--- src/rtl/oven_pkg.sv ---
// rtl/oven_pkg.sv - shared types and constants for the oven cook timer
package oven_pkg;

  typedef enum logic [1:0] {
    IDLE   = 2'd0,
    RUN    = 2'd1,
    PAUSED = 2'd2,
    DONE   = 2'd3
  } timer_state_t;

  typedef logic [3:0] bcd_t;

  localparam bcd_t MAX_MIN_TENS = 4'd9;
  localparam bcd_t MAX_SEC_TENS = 4'd5;
  localparam bcd_t MAX_DIGIT    = 4'd9;

endpackage

--- src/rtl/oven_cook_timer_tick_gen.sv ---
// rtl/oven_cook_timer_tick_gen.sv - one-second prescaler producing a single-cycle tick enable
module tick_gen #(
  parameter int CLK_HZ = 50_000_000
) (
  input  logic clk,
  input  logic rst_n,
  input  logic clr,
  input  logic en,
  output logic tick
);

  localparam int W = (CLK_HZ > 1) ? $clog2(CLK_HZ) : 1;
  localparam logic [W-1:0] LAST = W'(CLK_HZ - 1);

  logic [W-1:0] cnt_q;

  always_ff @(posedge clk or negedge rst_n) begin
    if (!rst_n) begin
      cnt_q <= '0;
    end else if (clr) begin
      cnt_q <= '0;
    end else if (en) begin
      cnt_q <= (cnt_q == LAST) ? '0 : cnt_q + 1'b1;
    end
  end

  assign tick = en && !clr && (cnt_q == LAST);

endmodule

--- src/rtl/oven_cook_timer.sv ---
// rtl/oven_cook_timer.sv - BCD MM:SS countdown cook timer with pause, door interlock and expiry beep
module oven_cook_timer #(
  parameter int CLK_HZ    = 50_000_000,
  parameter int BEEP_SECS = 3
) (
  input  logic       clk,
  input  logic       rst_n,
  input  logic       start,
  input  logic       stop,
  input  logic       clear,
  input  logic       add_min,
  input  logic       add_10s,
  input  logic       door_open,
  output logic [3:0] secCountVal1,
  output logic [3:0] secCountVal2,
  output logic [3:0] minCountVal1,
  output logic [3:0] minCountVal2,
  output logic       running,
  output logic       done,
  output logic       beep
);

  import oven_pkg::*;

  localparam int BW = (BEEP_SECS > 1) ? $clog2(BEEP_SECS + 1) : 1;
  localparam logic [BW-1:0] BEEP_LAST = BW'(BEEP_SECS - 1);

  timer_state_t state_q, state_d;
  bcd_t so_q, st_q, mo_q, mt_q;
  bcd_t so_d, st_d, mo_d, mt_d;
  logic [BW-1:0] beep_cnt_q, beep_cnt_d;
  logic running_d, done_d, beep_d;
  logic running_q, done_q, beep_q;
  logic tick, presc_clr, presc_en;
  logic is_zero, is_one, min99, start_ok;

  assign is_zero  = (mt_q == 4'd0) && (mo_q == 4'd0) && (st_q == 4'd0) && (so_q == 4'd0);
  assign is_one   = (mt_q == 4'd0) && (mo_q == 4'd0) && (st_q == 4'd0) && (so_q == 4'd1);
  assign min99    = (mt_q == MAX_MIN_TENS) && (mo_q == MAX_DIGIT);
  assign start_ok = !is_zero && !door_open;
  assign presc_en = (state_q == RUN) || (state_q == DONE);

  tick_gen #(.CLK_HZ(CLK_HZ)) u_tick_gen (
    .clk  (clk),
    .rst_n(rst_n),
    .clr  (presc_clr),
    .en   (presc_en),
    .tick (tick)
  );

  always_ff @(posedge clk or negedge rst_n) begin
    if (!rst_n) begin
      state_q <= IDLE;
    end else begin
      state_q <= state_d;
    end
  end

  // stop masks start, so a coincident stop+start outside RUN does nothing
  always_comb begin
    state_d = state_q;
    if (clear) begin
      state_d = IDLE;
    end else begin
      case (state_q)
        IDLE, PAUSED: if (!stop && start && start_ok) state_d = RUN;
        RUN: begin
          if (stop || door_open)  state_d = PAUSED;
          else if (tick && is_one) state_d = DONE;
        end
        DONE: if (tick && (beep_cnt_q == BEEP_LAST)) state_d = IDLE;
        default: state_d = IDLE;
      endcase
    end
  end

  always_comb begin
    running_d = (state_d == RUN);
    done_d    = (state_d == DONE);
    beep_d    = (state_d == DONE);
  end

  always_comb begin
    so_d       = so_q;
    st_d       = st_q;
    mo_d       = mo_q;
    mt_d       = mt_q;
    beep_cnt_d = beep_cnt_q;
    presc_clr  = 1'b0;
    if (clear) begin
      so_d       = 4'd0;
      st_d       = 4'd0;
      mo_d       = 4'd0;
      mt_d       = 4'd0;
      beep_cnt_d = '0;
      presc_clr  = 1'b1;
    end else begin
      case (state_q)
        IDLE, PAUSED: begin
          if (stop) begin
            so_d = so_q;
          end else if (start) begin
            presc_clr = start_ok;
          end else if (add_min) begin
            if (min99) begin
              st_d = MAX_SEC_TENS;
              so_d = MAX_DIGIT;
            end else if (mo_q == MAX_DIGIT) begin
              mo_d = 4'd0;
              mt_d = mt_q + 4'd1;
            end else begin
              mo_d = mo_q + 4'd1;
            end
          end else if (add_10s) begin
            if (st_q != MAX_SEC_TENS) begin
              st_d = st_q + 4'd1;
            end else if (min99) begin
              so_d = MAX_DIGIT;
            end else begin
              st_d = 4'd0;
              if (mo_q == MAX_DIGIT) begin
                mo_d = 4'd0;
                mt_d = mt_q + 4'd1;
              end else begin
                mo_d = mo_q + 4'd1;
              end
            end
          end
        end
        RUN: begin
          if (!stop && !door_open && tick) begin
            beep_cnt_d = '0;
            so_d = (so_q == 4'd0) ? MAX_DIGIT : so_q - 4'd1;
            if (so_q == 4'd0) begin
              st_d = (st_q == 4'd0) ? MAX_SEC_TENS : st_q - 4'd1;
              if (st_q == 4'd0) begin
                mo_d = (mo_q == 4'd0) ? MAX_DIGIT : mo_q - 4'd1;
                if (mo_q == 4'd0) mt_d = mt_q - 4'd1;
              end
            end
          end
        end
        DONE: if (tick) beep_cnt_d = beep_cnt_q + 1'b1;
        default: beep_cnt_d = '0;
      endcase
    end
  end

  always_ff @(posedge clk or negedge rst_n) begin
    if (!rst_n) begin
      so_q       <= 4'd0;
      st_q       <= 4'd0;
      mo_q       <= 4'd0;
      mt_q       <= 4'd0;
      beep_cnt_q <= '0;
      running_q  <= 1'b0;
      done_q     <= 1'b0;
      beep_q     <= 1'b0;
    end else begin
      so_q       <= so_d;
      st_q       <= st_d;
      mo_q       <= mo_d;
      mt_q       <= mt_d;
      beep_cnt_q <= beep_cnt_d;
      running_q  <= running_d;
      done_q     <= done_d;
      beep_q     <= beep_d;
    end
  end

  assign secCountVal1 = so_q;
  assign secCountVal2 = st_q;
  assign minCountVal1 = mo_q;
  assign minCountVal2 = mt_q;
  assign running      = running_q;
  assign done         = done_q;
  assign beep         = beep_q;

endmodule

--- config.mk ---
export PLATFORM = sky130hd
export DESIGN_NAME = oven_cook_timer
export DESIGN_NICKNAME = d
export VERILOG_FILES = /design/src/rtl/oven_pkg.sv /design/src/rtl/oven_cook_timer_tick_gen.sv /design/src/rtl/oven_cook_timer.sv
export SDC_FILE = /design/constraint.sdc
export NUM_CORES = 1
export LEC_CHECK = 0
export BUFFER_PORTS_ARGS = -buffer_cell sky130_fd_sc_hd__buf_2
export CAP_MARGIN = 20
export CORE_MARGIN = 5
export CORE_UTILIZATION = 60
export CTS_BUF_LIST = sky130_fd_sc_hd__clkbuf_2
export CTS_CLUSTER_SIZE = 10
export DETAILED_ROUTE_END_ITERATION = 10
export PLACE_DENSITY = 0.91
export SETUP_SLACK_MARGIN = 0.5
export SLEW_MARGIN = 20
export SYNTH_ARGS = -nofsm -noshare
export SYNTH_HDL_FRONTEND = slang
export SYNTH_SLANG_ARGS = --single-unit
--- constraint.sdc ---
create_clock -name clk -period 5.3 [get_ports clk]
set_input_delay 0.795 -clock clk [delete_from_list [all_inputs] [get_ports clk]]
set_output_delay 0.795 -clock clk [all_outputs]
set_load 0.02 [all_outputs]
==> flow_summary.yaml <==
worst_setup_path:
  path_cells: "nand2b_1, inv_1, ha_1, a21o_1, a21oi_1, nor3_1, a31oi_1, nor4_1, a221o_1"
  critical_path_class: "flop to flop"
  reg2reg_slack_ps: 2360
  worst_r2r_path_depth: 9
  end_kind: "flop"
  cp-start-kind: "flop"
  timing.rr.start: "state_q[0]$_DFF_PN0_"
  reg2reg_to: "minCountVal2[3]$_DFFE_PN0P_"
  crit_path_max_fanout: 17
  critical_path.slowest_cell: "dfrtp_1"
  slowest_delay_ps: 670
  worst_ep_required_time_ps: 5660
  arrival_ps: 3300
sta:
  hold_ws_ps: 323.3
  setup_viol: 0
  worst_slack_ps: 2361
  fin_skew_ps: 10.55
  hold_violations: 0
  period_needed_ps: 2939
  fmax_ghz: 0.3402
  worst_pin_slew_ps: 813.4
  finalCritPeriodShare_pct: 55.46
  relSlewSlack_pct: 45.64
  drv_slew: 0
  tns_ps: 0
  rsz0062_at_grt: "no"
cts:
  cts_hold_buf: 0
  cts.sinks: 48
  cts_root_buffer: "clkbuf_2"
  clk_pin_slew_ps: 230
  cts_made_buffers: 5
  htreeDepth: 2
  cts_resized: 0
  clkLatencyLatePin_ps: 430
  cts_tree: "done"
  cts_max_path_buffers: 2
  post_cts_buffers: 0
floorplan:
  fp.dieH_um: 81.77
  start_util_pct: 61.29
  core_area_um2: 5042
  fp.dieArea_um2: 6686
  die_x_um: 81.77
  rows: 26
  num_io_pins: 27
cells_and_area:
  fillers: 413
  area_delta_synth_final_pct: 5.790
  ff_latch_area_um2: 1201
  num_antenna_cells: 0
  finalCoreUtilization_pct: 64.84
  multi_input_area_um2: 1762
  final_nets: 388
  stdcell_count: 439
  drive_gt1_share_pct: 12.47
logic_synthesis:
  ys_seq_area_share_pct: 38.87
  syn_nets: 372
  async_flop_share_pct: 100.0
  synth_edf_count: 0
  netlist_instances: 353
  avgSynthCellArea_um2: 8.755
  syn_area_um2: 3090
  ys.flop_type: "dfrtp_1"
  yosysWarningCount: 0
  ys_seq_elements: 48
  ys_types: 57
place:
  io_buffer_count: 26
  place.gp.congestion: 0.8978
  hpwlAfterDp_mm: 4.864
  pre_cts_slack_ps: 2441
  dp.cells: 432
route:
  wl_per_cell_um: 15.80
  drt_iter0_drc: 501
  drc: 0
  ant_nets: 0
  dr.pass1.iters: 6
  num_vias: 2758
  viasPerCell: 6.282
  routed_wl_mm: 6.938
grt:
  grt_max_degree: 49
  antenna_found_initial: 0
  grt_pass1_wl_mm: 12.09
  grt-ovfl-total: 0
  grt_pass1_vias: 2631
  grt.total_usage_pct: 22.78
power:
  leakagePower_nw: 1.456
  power.density_nw_per_um2: 255.8
  ir_worst_vdd_v: 0.0001468
status:
  status: "completed"
run:
  drv_cap: 0
worst_hold_path:
  hold_path.class: "input port to async pin"
[placed cells by master (no fill, tap or decap), types with 10 or more instances in the layout]
cell type and n:
dfrtp_1 48, a21o_1 11, nor3_1 16, inv_1 13
nor2_1 44, nand3_1 14, nand2_1 31, buf_2 25
ha_1 10, xor2_1 18, nand4_1 12, a21oi_1 16
[flip-flops by register name (all words and copies together), names as in the netlist]
register / count
beep: 1
state_q: 2
running: 1
u_tick_gen.cnt_q: 26
secCountVal2: 4
secCountVal1: 4
minCountVal1: 4
minCountVal2: 4
beep_cnt_q: 2
[layer usage]
metal | GRT usage [%] | routed length, um
met1 | 31.07 | 3079
met2 | 37.00 | 3255
met3 | 4.167 | 500
met4 | 6.645 | 104
met5 | 0 | 0
[report_power, final]
group / leakage (nW) / switching (mW) / internal [mW]
clock network: 0.0265 / 0.118 / 0.0295
logic: 0.775 / 0.148 / 0.0942
registers: 0.655 / 0.0559 / 0.391
[how the worst max path moves through the flow]
stage / start / endpoint / cells after the start
after floorplan: secCountVal2[0]$_DFFE_PN0P_ / minCountVal2[2]$_DFFE_PN0P_ / 8
after global placement: state_q[0]$_DFF_PN0_ / minCountVal2[3]$_DFFE_PN0P_ / 9
after detailed placement: state_q[0]$_DFF_PN0_ / minCountVal2[3]$_DFFE_PN0P_ / 9
after CTS: state_q[0]$_DFF_PN0_ / minCountVal2[3]$_DFFE_PN0P_ / 9
after global routing: state_q[0]$_DFF_PN0_ / minCountVal2[3]$_DFFE_PN0P_ / 9
final: state_q[0]$_DFF_PN0_ / minCountVal2[3]$_DFFE_PN0P_ / 9
[cell families (layout without fill, tap and decap cells)]
logic type                 Yosys count  after routing  synth area share [%]
and+or+nand+nor                    173            173                 30.20
AOI/OAI and AO/OA                   63             63                 14.05
DFF                                 48             48                 38.87
adders and majority gates           11             11                 4.696
buffers and inverters               30             46                 4.129
xor gates and xnor gates            26             26                 7.368
muxes                                2              2                0.6882
[synthesized netlist by cell type (3+ instances only)]
cell	count	share of area, %
nor3b_1	4	0.97
and4_1	3	0.85
xor2_1	18	5.1
nand4_1	12	2.4
dfrtp_1	48	39
and3_1	8	1.6
clkbuf_1	12	1.5
o41ai_1	3	0.85
nand3b_1	3	0.73
or3_1	4	0.81
nor4_1	8	1.6
or2_2	3	0.61
ha_1	10	4.0
o21ai_0	5	0.81
nor2_1	44	5.3
inv_1	13	1.6
xnor2_1	8	2.3
nand3_1	14	2.3
nor3_1	16	2.6
nand2_1	31	3.8
a31oi_1	3	0.61
a21oi_1	16	2.6
nand2b_1	5	1.0
buf_2	3	0.49
nor2b_1	5	1.0
o21ai_1	5	0.81
a311oi_1	4	1.1
a21o_1	11	2.7
[worst max-delay path: cells and delay by family (launching register included)]
kind                       cells  cell delay, ps
DFF                            1             670
adders and majority gates      1             290
buffers and inverters          1             390
and+or+nand+nor                3             640
AOI/OAI and AO/OA              4             850
[stage by stage]
step                total power [mW]  area (um2)
floorplan                     0.6236        3090
global placement              0.6809        3229
detailed placement            0.6926        3229
global route                  0.8889        3269
finish                        0.8365        3269
CTS                           0.8379        3267
[layout make-up]
cell class              count  area share, %
well taps                  70          2.679
clock inverters             2         0.3827
repair buffers             26          4.057
flip-flops and latches     48          36.74
multi-input cells         275          53.88
inverters                  13          1.493
clock buffers               5         0.7654
(Power assumes the default switching activity.)
